`config.mk`:
```
export PLATFORM = sky130hd
export DESIGN_NAME = display_scanner
export DESIGN_NICKNAME = d
export VERILOG_FILES = /design/src/rtl/display_scanner.sv
export SDC_FILE = /design/constraint.sdc
export NUM_CORES = 1
export LEC_CHECK = 0
export ABC_AREA = 1
export BUFFER_PORTS_ARGS = -buffer_cell sky130_fd_sc_hd__buf_2
export CAP_MARGIN = 0
export CORE_MARGIN = 2
export CORE_UTILIZATION = 29
export DETAILED_ROUTE_END_ITERATION = 8
export SYNTH_ARGS = -nofsm -noshare
export SYNTH_HDL_FRONTEND = slang
export SYNTH_SLANG_ARGS = --single-unit
export TNS_END_PERCENT = 5
```
`constraint.sdc`:
```
create_clock -name clk -period 3.25 [get_ports clk]
set_input_delay 0 -clock clk [delete_from_list [all_inputs] [get_ports clk]]
set_output_delay 0 -clock clk [all_outputs]
set_load 0.02 [all_outputs]
```
`src/rtl/display_scanner.sv`:
```
// Time-multiplexed driver for a multi-digit 7-segment display. One digit is
// presented per slot, with a double-buffered value, a guard interval and leading-zero blanking.
module display_scanner #(
    parameter int unsigned DIGITS        = 4,
    parameter int unsigned PRESCALE      = 50000,
    parameter int unsigned GUARD         = 16,
    parameter logic        SELECT_ACTIVE = 1'b0
) (
    input  logic                       clk,
    input  logic                       rst_n,
    input  logic [4*DIGITS-1:0]        value_bus,
    input  logic                       load,
    input  logic                       blank_leading,
    output logic [3:0]                 data_bus,
    output logic [DIGITS-1:0]          digit_select,
    output logic [$clog2(DIGITS)-1:0]  digit_index,
    output logic                       frame_done,
    output logic                       busy_pending
);

    localparam int unsigned IW = $clog2(DIGITS);
    localparam int unsigned PW = $clog2(PRESCALE);
    localparam logic [PW-1:0] PRESCALE_LAST = PW'(PRESCALE - 1);
    localparam logic [PW-1:0] GUARD_CNT     = PW'(GUARD);
    localparam logic [IW-1:0] INDEX_LAST    = IW'(DIGITS - 1);

    // Bit k set when digits k..DIGITS-1 are all zero; digit 0 is always shown.
    function automatic logic [DIGITS-1:0] leading_zero_mask(input logic [4*DIGITS-1:0] v);
        logic [DIGITS-1:0] mask;
        logic              run;
        mask = '0;
        run  = 1'b1;
        for (int k = DIGITS - 1; k >= 1; k--) begin
            run     = run & (v[4*k +: 4] == 4'h0);
            mask[k] = run;
        end
        return mask;
    endfunction

    logic [PW-1:0]         prescale_r;
    logic [PW-1:0]         prescale_next_s;
    logic [IW-1:0]         index_r;
    logic [IW-1:0]         index_next_s;
    logic [4*DIGITS-1:0]   active_r;
    logic [4*DIGITS-1:0]   active_next_s;
    logic [4*DIGITS-1:0]   pending_r;
    logic [4*DIGITS-1:0]   pending_next_s;
    logic                  busy_r;
    logic                  busy_next_s;
    logic                  frame_done_r;
    logic [3:0]            data_r;
    logic [3:0]            data_next_s;
    logic [DIGITS-1:0]     select_r;
    logic [DIGITS-1:0]     select_next_s;
    logic [DIGITS-1:0]     blank_mask_s;
    logic                  tick_s;
    logic                  frame_tick_s;
    logic                  enable_s;

    // Slot timing, buffer transfer and next-state of the registered outputs.
    // Outputs are computed from next-state values so they line up with the prescaler.
    always_comb begin
        tick_s          = (prescale_r == PRESCALE_LAST);
        frame_tick_s    = tick_s && (index_r == INDEX_LAST);
        prescale_next_s = prescale_r + PW'(1);
        index_next_s    = index_r;
        active_next_s   = active_r;
        pending_next_s  = pending_r;
        busy_next_s     = busy_r;
        data_next_s     = 4'h0;
        select_next_s   = {DIGITS{~SELECT_ACTIVE}};

        if (tick_s) begin
            prescale_next_s = '0;
            if (index_r == INDEX_LAST) begin
                index_next_s = '0;
            end else begin
                index_next_s = index_r + IW'(1);
            end
        end else begin
            index_next_s = index_r;
        end

        if (frame_tick_s && busy_r) begin
            active_next_s = pending_r;
        end else begin
            active_next_s = active_r;
        end

        // A load on the boundary edge refills pending, so busy stays set.
        if (load) begin
            pending_next_s = value_bus;
            busy_next_s    = 1'b1;
        end else if (frame_tick_s) begin
            busy_next_s    = 1'b0;
        end else begin
            busy_next_s    = busy_r;
        end

        blank_mask_s = blank_leading ? leading_zero_mask(active_next_s) : '0;
        enable_s     = (prescale_next_s >= GUARD_CNT);

        for (int k = 0; k < DIGITS; k++) begin
            data_next_s      = data_next_s
                             | (active_next_s[4*k +: 4] & {4{index_next_s == IW'(k)}});
            select_next_s[k] = (enable_s && (index_next_s == IW'(k)) && !blank_mask_s[k])
                             ? SELECT_ACTIVE : ~SELECT_ACTIVE;
        end
    end

    // State and output registers.
    always_ff @(posedge clk or negedge rst_n) begin
        if (!rst_n) begin
            prescale_r   <= '0;
            index_r      <= '0;
            active_r     <= '0;
            pending_r    <= '0;
            busy_r       <= 1'b0;
            frame_done_r <= 1'b0;
            data_r       <= 4'h0;
            select_r     <= {DIGITS{~SELECT_ACTIVE}};
        end else begin
            prescale_r   <= prescale_next_s;
            index_r      <= index_next_s;
            active_r     <= active_next_s;
            pending_r    <= pending_next_s;
            busy_r       <= busy_next_s;
            frame_done_r <= frame_tick_s;
            data_r       <= data_next_s;
            select_r     <= select_next_s;
        end
    end

    assign data_bus     = data_r;
    assign digit_select = select_r;
    assign digit_index  = index_r;
    assign frame_done   = frame_done_r;
    assign busy_pending = busy_r;

endmodule

```
==> impl_metrics.env <==
export IMPL_antenna_found_initial=0
export IMPL_syn_inst=383
export IMPL_syn_nets=405
export IMPL_cts_made_buffers=9
export IMPL_netlist_top_cells_count="127 x nand2_1, 69 x inv_1, 56 x dfrtp_1"
export IMPL_cp_buffers_inverters=2
export IMPL_final_cells=571
export IMPL_ir_drop_v=0.000206
export IMPL_antenna_cells=0
export IMPL_avgRoutedWirePerCell_um=12.2
export IMPL_tritoncts="done"
export IMPL_cp_top_family="simple AND/OR/NAND/NOR gates"
export IMPL_rsz0062_at_grt="false"
export IMPL_hp_start="blank_leading"
export IMPL_critPathArrivalTime_ps=2280
export IMPL_grt_max_degree=49
export IMPL_synth_async_sr_flop_share_pct=100
export IMPL_finalSetupViolCount=0
export IMPL_slowest_delay_ps=370
export IMPL_gp_congestion=0.870
export IMPL_setup_slack_ps=1250
export IMPL_end_kind="register"
export IMPL_startpoint="prescale_r[0]"
export IMPL_hold_viol_final=0
export IMPL_vias=2525
export IMPL_fin_tns_setup_ps=0
export IMPL_clk_path_buf_depth=2
export IMPL_drv_cap=0
export IMPL_first_iter_violations=113
export IMPL_area_growth_pct=21.9
export IMPL_syn_cell_area_um2=2970
export IMPL_path_cells="ha_1 -> nand3_2 -> inv_2 -> nand2_4 -> clkinv_2 -> nand4_4 -> o21ai_0 -> nand2_1 -> nor2_2 -> nand3_1 -> nand2_1"
export IMPL_drc=0
export IMPL_firstDrtPassIters=4
export IMPL_power_density_nw_per_um2=424
export IMPL_worstPathRequired_ps=3530
export IMPL_synth_top_area_share_pct=47.2
export IMPL_grt_first_pass_wirelength_mm=12.1
export IMPL_die_w_um=105
export IMPL_cp_max_fo=16
export IMPL_yosysWarnings=0
export IMPL_status="completed"
export IMPL_start_kind="register"
export IMPL_dieArea_um2=11100
export IMPL_finalClockSkew_ps=9.57
export IMPL_wirelength_mm=6.99
export IMPL_path_class="register to register"
export IMPL_maxSlewHeadroom_pct=28.6
export IMPL_io_pin_count=32
export IMPL_clkSinkCount=60
export IMPL_ant_nets=0
export IMPL_dp_hpwl_mm=5.21
export IMPL_drive_gt1_share_pct=16.4
export IMPL_synth_top_cell_by_area="dfrtp_1"
export IMPL_period_needed_ps=2000
export IMPL_coreArea_um2=9860
export IMPL_slew_viol_final=0
export IMPL_synth_distinct_cells=24
export IMPL_syn_avg_cell_area_um2=7.76
export IMPL_synth_seq_cells=60
export IMPL_worst_pin_slew_ps=1070
export IMPL_io_buffers=31
export IMPL_synth_edff_count=0
export IMPL_synth_most_common_cell="nand2_1"
export IMPL_vias_per_cell=4.42
export IMPL_clock_latency_ps=340
export IMPL_cts_setup_buffers=0
export IMPL_max_freq_mhz=500
export IMPL_ys_seq_area_share_pct=50.7
export IMPL_initial_core_util_pct=30.1
export IMPL_placedCellCount=541
export IMPL_hold_path_class="input port to register"
export IMPL_die_h_um=105
export IMPL_fill_cells=1040
export IMPL_period_share_pct=61.5
export IMPL_fp_row_count=36
export IMPL_grt_overflow=0
export IMPL_p_leak_nw=2.02
export IMPL_ctsHtreeMaxLevel=3
export IMPL_yosys_top_cells_area="dfrtp_1 47%, nand2_1 16%, inv_1 8.7%, nand4_1 3.8%, nor2_1 3.8%"
export IMPL_place_ws_ps=1260
export IMPL_post_cts_resized=0
export IMPL_final_nets=458
export IMPL_track_usage_pct=14.0
export IMPL_grt_pass1_vias=2549
export IMPL_clockRootBuffer="clkbuf_8"
export IMPL_hold_buffers=17
export IMPL_cpMostUsedCell="nand2_1"
export IMPL_synth_ff_type="dfrtp_1"
export IMPL_cp_slowest_cell="dfrtp_1"
export IMPL_rr_startpoint="prescale_r[0]"
export IMPL_clkTransAtPathRegs_ps=60
## report_power, final
group          internal (mW)  switching (mW)  leakage (nW)  total (mW)
registers              0.765         0.00654         0.776       0.772
logic                 0.0308          0.0411          1.15      0.0719
clock network          0.418           0.273        0.0981       0.690
total                   1.21           0.320          2.02        1.53
## cell usage in the layout (no fill, tap or decap)
cell type	Yosys	routed
nand4_4	1	1
dfrtp_1	56	56
o21ai_0	22	22
nand2_1	127	127
a21oi_1	1	1
clkbuf_8	0	9
nand3_2	1	1
clkinv_2	1	2
clkbuf_1	5	1
nand4_1	18	18
nand2_4	2	2
ha_1	2	2
nand2_2	2	2
o21bai_1	3	3
inv_1	69	69
nand3_1	19	19
dfstp_2	4	4
buf_2	0	31
inv_2	3	3
buf_4	0	1
dlygate4sd3_1	0	17
o21ai_2	4	4
nor2_4	3	3
nor2_2	6	6
nor2_1	30	30
xor2_1	1	1
bufinv_16	0	2
or2_2	1	1
## worst register-to-register path, stage by stage, from the launching register on
cell,delay [ps]
dfrtp_1,370
ha_1,210
nand3_2,140
inv_2,140
nand2_4,70
clkinv_2,80
nand4_4,210
o21ai_0,340
nand2_1,110
nor2_2,150
nand3_1,80
nand2_1,60
## sequential cells by signal, indices dropped and copies added, names as in the netlist
name	cells
active_r	16
pending_r	16
prescale_r	16
data_bus	4
digit_select	4
digit_index	2
busy_pending	1
frame_done	1
## path summary, 6_finish.rpt
check	endpoint	slack, ps	cells after the start
max in group asynchronous	data_bus[1]	2050	3
min	digit_select[1]	60	5
min reg2reg	prescale_r[0]	460	1
max	digit_select[1]	1250	11
max reg2reg	digit_select[1]	1250	11
min in group asynchronous	prescale_r[5]	410	2
## logic make-up (layout without fill, tap and decap cells)
| group | after synthesis | in the layout | share of synthesized area, % |
|---|---|---|---|
| xor+xnor | 1 | 1 | 0.295 |
| buf+inv | 80 | 135 | 10.7 |
| compound gates | 30 | 30 | 5.81 |
| fa+ha+maj | 2 | 2 | 0.842 |
| flops | 60 | 60 | 50.7 |
| simple gates | 210 | 210 | 31.7 |
## stage by stage
stage / util (%) / cell area (um^2) / power (mW) / hold slack, ps
final: 36.7 / 3620 / 1.53 / 58.6
after detailed placement: 33.0 / 3260 / 0.844 / 211
after global placement: 33.0 / 3260 / 0.841 / 205
after floorplan: - / 2970 / 0.807 / -296
after CTS: 36.7 / 3620 / 1.56 / 30.7
after global routing: 36.7 / 3620 / 1.60 / 66.0
## cell type report
cell class                 count  area, um^2  area share, %
timing repair buffer          49         333           9.19
clock inverter                 3        65.1           1.80
sequential                    60        1510           41.6
multi-input combinational    243        1150           31.7
inverter                      73         275           7.60
clock buffer                  10         128           3.52
tap                          133         166           4.60
## per-layer routing
| metal | track usage (%) | vias up | routed length, um |
|---|---|---|---|
| met1 | 16.3 | 1183 | 3070 |
| li1 | - | 1276 | - |
| met4 | 4.67 | 0 | 95 |
| met5 | 0 | - | 0 |
| met3 | 4.30 | 13 | 278 |
| met2 | 24.2 | 53 | 3540 |
Note: power is estimated with default switching activity, not from simulation.
